<file path="src/rtl/bias_fetch.sv">
// Bias ROM read sequencer: streams NUM_CH signed biases through a small FIFO to the bias-add stage.
// Optional round-half-up before the shift when BIAS_FETCH_ROUND_EN is defined.
//
// state | meaning
// IDLE  | waiting for start; cena held high
// RUN   | issuing ROM reads as FIFO credit allows
// DRAIN | all reads issued; waiting for the FIFO to empty, then done
module bias_fetch #(
  parameter int NUM_CH = 6,
  parameter int ADDR_W = 3,
  parameter int DATA_W = 24,
  parameter int DEPTH  = 4,
  parameter int SHIFT  = 0
) (
  input  logic              clk,
  input  logic              rstn,
  input  logic              start,
  output logic              busy,
  output logic              done,
  output logic              cena,
  output logic [ADDR_W-1:0] aa,
  input  logic [DATA_W-1:0] qa,
  output logic              b_valid,
  input  logic              b_ready,
  output logic [DATA_W-1:0] b_data,
  output logic [ADDR_W-1:0] b_idx
);

  localparam int PW = (DEPTH > 1) ? $clog2(DEPTH) : 1;
  localparam int CW = $clog2(DEPTH + 1);
  localparam logic [ADDR_W-1:0] LAST = ADDR_W'(NUM_CH - 1);

  typedef enum logic [1:0] {S_IDLE, S_RUN, S_DRAIN} state_t;

  state_t            state, state_nxt;
  logic [ADDR_W-1:0] rp, rp_nxt;
  logic [ADDR_W-1:0] issue_addr;
  logic              issue, done_nxt, credit_ok;

  logic              rd_v;
  logic [ADDR_W-1:0] rd_idx;
  logic [1:0]        inflight;

  logic [CW-1:0]     count;
  logic [PW-1:0]     wr_ptr, rd_ptr;
  logic [DATA_W-1:0] mem_d [DEPTH];
  logic [ADDR_W-1:0] mem_i [DEPTH];
  logic              push, pop;
  logic [DATA_W-1:0] shaped;

`ifdef BIAS_FETCH_ROUND_EN
  // One extra bit of headroom so the largest positive word cannot wrap on the add.
  localparam logic [DATA_W:0] RND = (DATA_W+1)'((1 << SHIFT) >> 1);
  logic signed [DATA_W:0] rnd_sum, rnd_shf;
  assign rnd_sum = $signed({qa[DATA_W-1], qa}) + $signed(RND);
  assign rnd_shf = rnd_sum >>> SHIFT;
  assign shaped  = DATA_W'(rnd_shf);
`else
  assign shaped = $signed(qa) >>> SHIFT;
`endif

  assign inflight = {1'b0, ~cena} + {1'b0, rd_v};
  assign push     = rd_v;
  assign b_valid  = (count != '0);
  assign pop      = b_valid && b_ready;
  assign b_data   = mem_d[rd_ptr];
  assign b_idx    = mem_i[rd_ptr];
  assign busy     = (state != S_IDLE);

  // A pop on this edge frees a slot, so it counts toward the credit for a new read.
  assign credit_ok = (32'(count) + 32'(inflight)) < (32'(DEPTH) + (pop ? 32'd1 : 32'd0));

  always_comb begin
    state_nxt  = state;
    rp_nxt     = rp;
    issue      = 1'b0;
    issue_addr = rp;
    done_nxt   = 1'b0;
    case (state)
      S_IDLE: begin
        // start coinciding with done belongs to the finished run
        if (start && !done) begin
          issue      = 1'b1;
          issue_addr = '0;
          if (LAST == '0) begin
            state_nxt = S_DRAIN;
            rp_nxt    = '0;
          end else begin
            state_nxt = S_RUN;
            rp_nxt    = ADDR_W'(1);
          end
        end
      end
      S_RUN: begin
        if (credit_ok) begin
          issue = 1'b1;
          if (rp == LAST) state_nxt = S_DRAIN;
          else            rp_nxt    = rp + ADDR_W'(1);
        end
      end
      S_DRAIN: begin
        if (count == '0 && inflight == 2'd0) begin
          state_nxt = S_IDLE;
          done_nxt  = 1'b1;
        end
      end
      default: state_nxt = S_IDLE;
    endcase
  end

  always_ff @(posedge clk or negedge rstn) begin
    if (!rstn) begin
      state  <= S_IDLE;
      rp     <= '0;
      cena   <= 1'b1;
      aa     <= '0;
      rd_v   <= 1'b0;
      rd_idx <= '0;
      done   <= 1'b0;
    end else begin
      state  <= state_nxt;
      rp     <= rp_nxt;
      cena   <= ~issue;
      if (issue) aa <= issue_addr;
      rd_v   <= ~cena;
      rd_idx <= aa;
      done   <= done_nxt;
    end
  end

  always_ff @(posedge clk or negedge rstn) begin
    if (!rstn) begin
      count  <= '0;
      wr_ptr <= '0;
      rd_ptr <= '0;
      for (int i = 0; i < DEPTH; i++) begin
        mem_d[i] <= '0;
        mem_i[i] <= '0;
      end
    end else begin
      if (push) begin
        mem_d[wr_ptr] <= shaped;
        mem_i[wr_ptr] <= rd_idx;
        wr_ptr <= (wr_ptr == PW'(DEPTH - 1)) ? '0 : wr_ptr + PW'(1);
      end
      if (pop) rd_ptr <= (rd_ptr == PW'(DEPTH - 1)) ? '0 : rd_ptr + PW'(1);
      case ({push, pop})
        2'b10:   count <= count + CW'(1);
        2'b01:   count <= count - CW'(1);
        default: count <= count;
      endcase
    end
  end

endmodule

</file>
<file path="config.mk">
export PLATFORM = sky130hd
export DESIGN_NAME = bias_fetch
export DESIGN_NICKNAME = d
export VERILOG_FILES = /design/src/rtl/bias_fetch.sv
export SDC_FILE = /design/constraint.sdc
export NUM_CORES = 1
export LEC_CHECK = 0
export ABC_AREA = 1
export CAP_MARGIN = 10
export CORE_UTILIZATION = 41
export DETAILED_ROUTE_END_ITERATION = 12
export GPL_ROUTABILITY_DRIVEN = 0
export RECOVER_POWER = 100
export SYNTH_ARGS = -nofsm -noshare
export SYNTH_HDL_FRONTEND = slang
export SYNTH_SLANG_ARGS = --single-unit
</file>
<file path="constraint.sdc">
create_clock -name clk -period 6.8 [get_ports clk]
set_input_delay 1.7 -clock clk [delete_from_list [all_inputs] [get_ports clk]]
set_output_delay 1.7 -clock clk [all_outputs]
set_load 0.02 [all_outputs]
</file>
---- After elaboration in Yosys (flattened, before gate mapping) ----
Index checks and enable logic that the tools add are counted.
operators by class
  reduce and logical (&&, ||, !) cells .... 14
  bitwise logic cells ..................... 4
  eq/ne operators ......................... 12
  $add $sub $neg .......................... 8
  magnitude comparators ................... 4
  muxes and demuxes ....................... 32
operators by type and width
  kind                   number
  $bwmux W96             1
  $mux W24               3
  $bmux W24 S2           1
  $demux W24 S2          1
  $mux W3                8
  $bwmux W12             1
  $mux W2                6
  $pmux W3 S2            2
  $ne A2 B2 Y1 const B   5
  $eq A2 B2 Y1 const B   4
  $reduce_and A4 Y1      2
  $add A3 B1 Y3 const B  2
  $bmux W3 S2            1
  $demux W3 S2           1
  $ge A3 B3 Y1 const B   2
  $not A2 Y3             2
  $pmux W2 S3            1
  $reduce_bool A2 Y1     3
  $mux W1                5
  $add A2 B1 Y2 const B  2
  $add A3 B1 Y4 const A  1
  $add A3 B2 Y4          1
  $eq A2 B1 Y1 const B   2
  $logic_and A1 B1 Y1    4
  other kinds (11)       13
storage, ports and cells
  bits in registers ....................... 129
  bits of input ports ..................... 28
  output and inout port bits .............. 34

---- Logic depth before layout (Yosys ltp) ----
  depth in word-level cells ............... 8
  depth in mapped cells ................... 12

---- Least setup slack after synthesis ----
Ideal clock, no wire load.
  path kind ............................... register -> output
  from .................................... register rd_ptr[1]
  to ...................................... output port b_data[16]
  data required time ...................... 5.100 ns
  setup slack ............................. 3.850 ns
  arrival time ............................ 1.250 ns
  stages on the path, launching flop included .. 6
  cell sequence ........................... dfrtp_1 -> buf_2 -> inv_1 -> buf_2 -> o21ai_0 -> o22ai_1
between the ends
  longest elaborated chain between the ends .. 4
RTL lines
  item                                         RTL line  RTL
  start: declaration                           45        logic [PW-1:0] wr_ptr, rd_ptr;
  start signal: assignment                     146       if (pop) rd_ptr <= (rd_ptr == PW'(DEPTH - 1)) ? '0 : rd_ptr + PW'(1);
  $not A2 Y3 (not written as such)             66        assign b_data = mem_d[rd_ptr];
  $bmux W24 S2                                 66
  $mux W24 (not written as such) (2 in a row)  66
  end: declaration                             25        output logic [DATA_W-1:0] b_data,
No other way between the ends. The select of a mux whose other input is x is not followed.

---- Worst setup path in the final report ----
  from .................................... register rd_ptr[0]
  to ...................................... output port b_data[7]
Same word-level chain as after synthesis.

==> run metrics <==
CP startpoint kind=flop; f_max=between 0.15 and 0.2 GHz; Longest Clk Path Bufs=2; Arr. time, crit path=3.81 ns; failing checks=max-capacitance violations, max-slew violations; first-pass GRT wire length=between 20000 and 25000 um; HPWL Detailed=7420 um; clock network fraction of design power=0.231; TritonCTS clock tree=yes; Fin. Hold Viols=0; portion of total power attributed to sequential cells=0.363; largest net degree at the start of global routing=77; worst slew pin tran=roughly 4.2 ns; Tcrit/Tclk final=0.810; Die Area=about 14000 um2; gr usage total=0.194; PortBufs=61; Ant. Diodes=0; final setup skew=0.00826 ns; most frequent cells in the layout=o21ai_0, nand2_1, dfrtp_1; hold_ws=0.416 ns; # IOs=just over 60; TNS Setup=0 ns; NetSw=0.00155 W; Net Sw Frac=0.396; last element of the critical path=b_data[7]; initial antenna violation count=0; Die H=120 um; Worst R2R Setup Slack=4.20 ns; Synth warnings=0; share of cells above drive strength 1=0.0494; max-slew violations=~350; Crit Reg-Reg Startpoint=rd_ptr[0]$_DFFE_PN0N_; FF+latch count, synth=129; postcts setup bufs=0; Avg Inst Size Synth=8.78 um2; 1st-iter DRT viols=389; Sink Count=129; DRT Wirelength=roughly 13000 um; Post-DRT Antenna Nets=0; Hold Path Class=reg2reg; area delta synth->final=21.7%; CTS root buf=clkbuf_16; VDD IR max=0.000253 V; Chip Width=120 um; Initial Utilization=0.427; Design Power=0.00390 W; core area=13400 um2; Comb pwr share=0.405; Int Power=0.00236 W; Overflow after GRT=0; post-layout min period=approximately 5.5 ns; Sequential Area=3230 um2; clk_lat worst skew=0.42 ns; final setup vio count=0; final core occ=0.519; Clock transition at path regs=0.05 ns; synth unique cells=24; wire per inst=roughly 15 um; htree depth=4; vias in the first global route=4232; CP endpoint kind=output pin; DRC viols=0; footprint of the multi-input gates=around 2100 um2; Site Rows=42; RSZ-0062 raised after global routing=no; Mapped Area=5720 um2; Worst setup startpoint=rd_ptr[0]$_DFFE_PN0N_; CP Class=reg2out; slew margin rel.=-1.78; register area share after synthesis=0.565; worst r2r path cells=2; Critical Path RT=~5.1 ns; Max-cap violations=6; Post-CTS Hold Fix Bufs=0; Fillers=~1300; worst-path maximum fanout=57; most common cell after layout, fill and taps aside=o21ai_0; post-cts repair resize count=0; final net count=approximately 740; via/cell ratio=5.18; Pleak=3.29 nW; vias=4578; PD cells=about 560 nW/um2; first drt pass iteration count=5; endpoint of the worst register-to-register path=rd_ptr[0]$_DFFE_PN0N_; CTS Buf Count=17; Syn Nets=just under 700; status=finished, violations left; Mapped Cells=651
==> registers in the layout, summed over array words and instances (netlist names) <==
register and count:
cena 1, rd_idx 3, done 1, rp 3, state 2, wr_ptr 2
aa 3, mem_d 96, mem_i 12, rd_ptr 2, count 3, push 1
==> logic make-up after synthesis <==
family,count (synthesis),synth area share
compound gates,200,0.181
xor+xnor,4,0.00613
fa+ha+maj,14,0.0333
buf+inv,84,0.0602
flops,129,0.565
simple gates,220,0.154
==> cells in the mapped netlist <==
cell	count	area [um2]
o21ai_0	168	841
nand2_1	136	510
dfrtp_1	128	3200
nor2_1	61	229
inv_1	45	169
o22ai_1	27	169
buf_2	23	115
clkbuf_1	12	45.0
ha_1	12	150
nand2_2	8	50.1
nand3_1	6	30.0
nand4_1	4	25.0
o21ai_1	3	15.0
xnor2_1	3	26.3
buf_1	2	7.51
fa_1	2	40.0
inv_2	2	7.51
nand3_2	2	20.0
nor2_2	2	12.5
a21oi_1	1	5.00
a22oi_1	1	7.51
dfstp_2	1	26.3
nor3_1	1	5.00
xor2_1	1	8.76
==> worst min-delay path by stage <==
stage	from	endpoint	depth (start not counted)
finish	aa[0]$_DFFE_PN0P_	rd_idx[0]$_DFF_PN0_	0
global route	aa[0]$_DFFE_PN0P_	rd_idx[0]$_DFF_PN0_	0
CTS	aa[0]$_DFFE_PN0P_	rd_idx[0]$_DFF_PN0_	0
detailed placement	aa[0]$_DFFE_PN0P_	rd_idx[0]$_DFF_PN0_	0
global placement	aa[0]$_DFFE_PN0P_	rd_idx[0]$_DFF_PN0_	0
floorplan	mem_d[24]$_DFFE_PN0P_	mem_d[24]$_DFFE_PN0P_	2
==> routing by layer <==
layer	global-route usage	share of wire	vias to the layer above
li1	-	-	2237
met1	0.264	0.48	2217
met2	0.300	0.46	117
met3	0.0585	0.054	7
met4	0.0539	0.0063	0
met5	0	0	-
==> power groups by stage <==
stage | Sequential [W] | Clock (W) | Combinational (W)
3_3_place_gp | 0.00141 | 0 | 0.00163
3_5_place_dp | 0.00143 | 0 | 0.00166
2_1_floorplan | 0.00131 | 0 | 0.00116
5_1_grt | 0.00147 | 0.000955 | 0.00179
4_1_cts | 0.00142 | 0.000920 | 0.00167
6_report | 0.00142 | 0.000904 | 0.00158
==> worst max-delay path, cell delays in order, from the launching register on <==
cell and delay (ns):
dfrtp_2 1.05, inv_1 1.05, o21ai_0 0.52, o22ai_1 0.11, dlygate4sd3_1 0.66
==> metrics by stage <==
step / worst slack (ns) / cell area [um2] / std cells
after detailed placement: 2.33 / 6390 / 852
after global placement: 2.36 / 6390 / 852
after global routing: 0.870 / 6960 / 884
after CTS: 1.87 / 6980 / 884
final: 1.29 / 6960 / 884
after floorplan: 3.85 / 5720 / 651
==> final cells by class <==
| type | instances | area share |
|---|---|---|
| multi-input combinational | 438 | 0.306 |
| clock inverter | 5 | 0.0108 |
| clock buffer | 27 | 0.0737 |
| sequential | 129 | 0.464 |
| timing repair buffer | 62 | 0.0879 |
| tap | 176 | 0.0317 |
| inverter | 47 | 0.0254 |
Power figures use the tool's default switching activity.
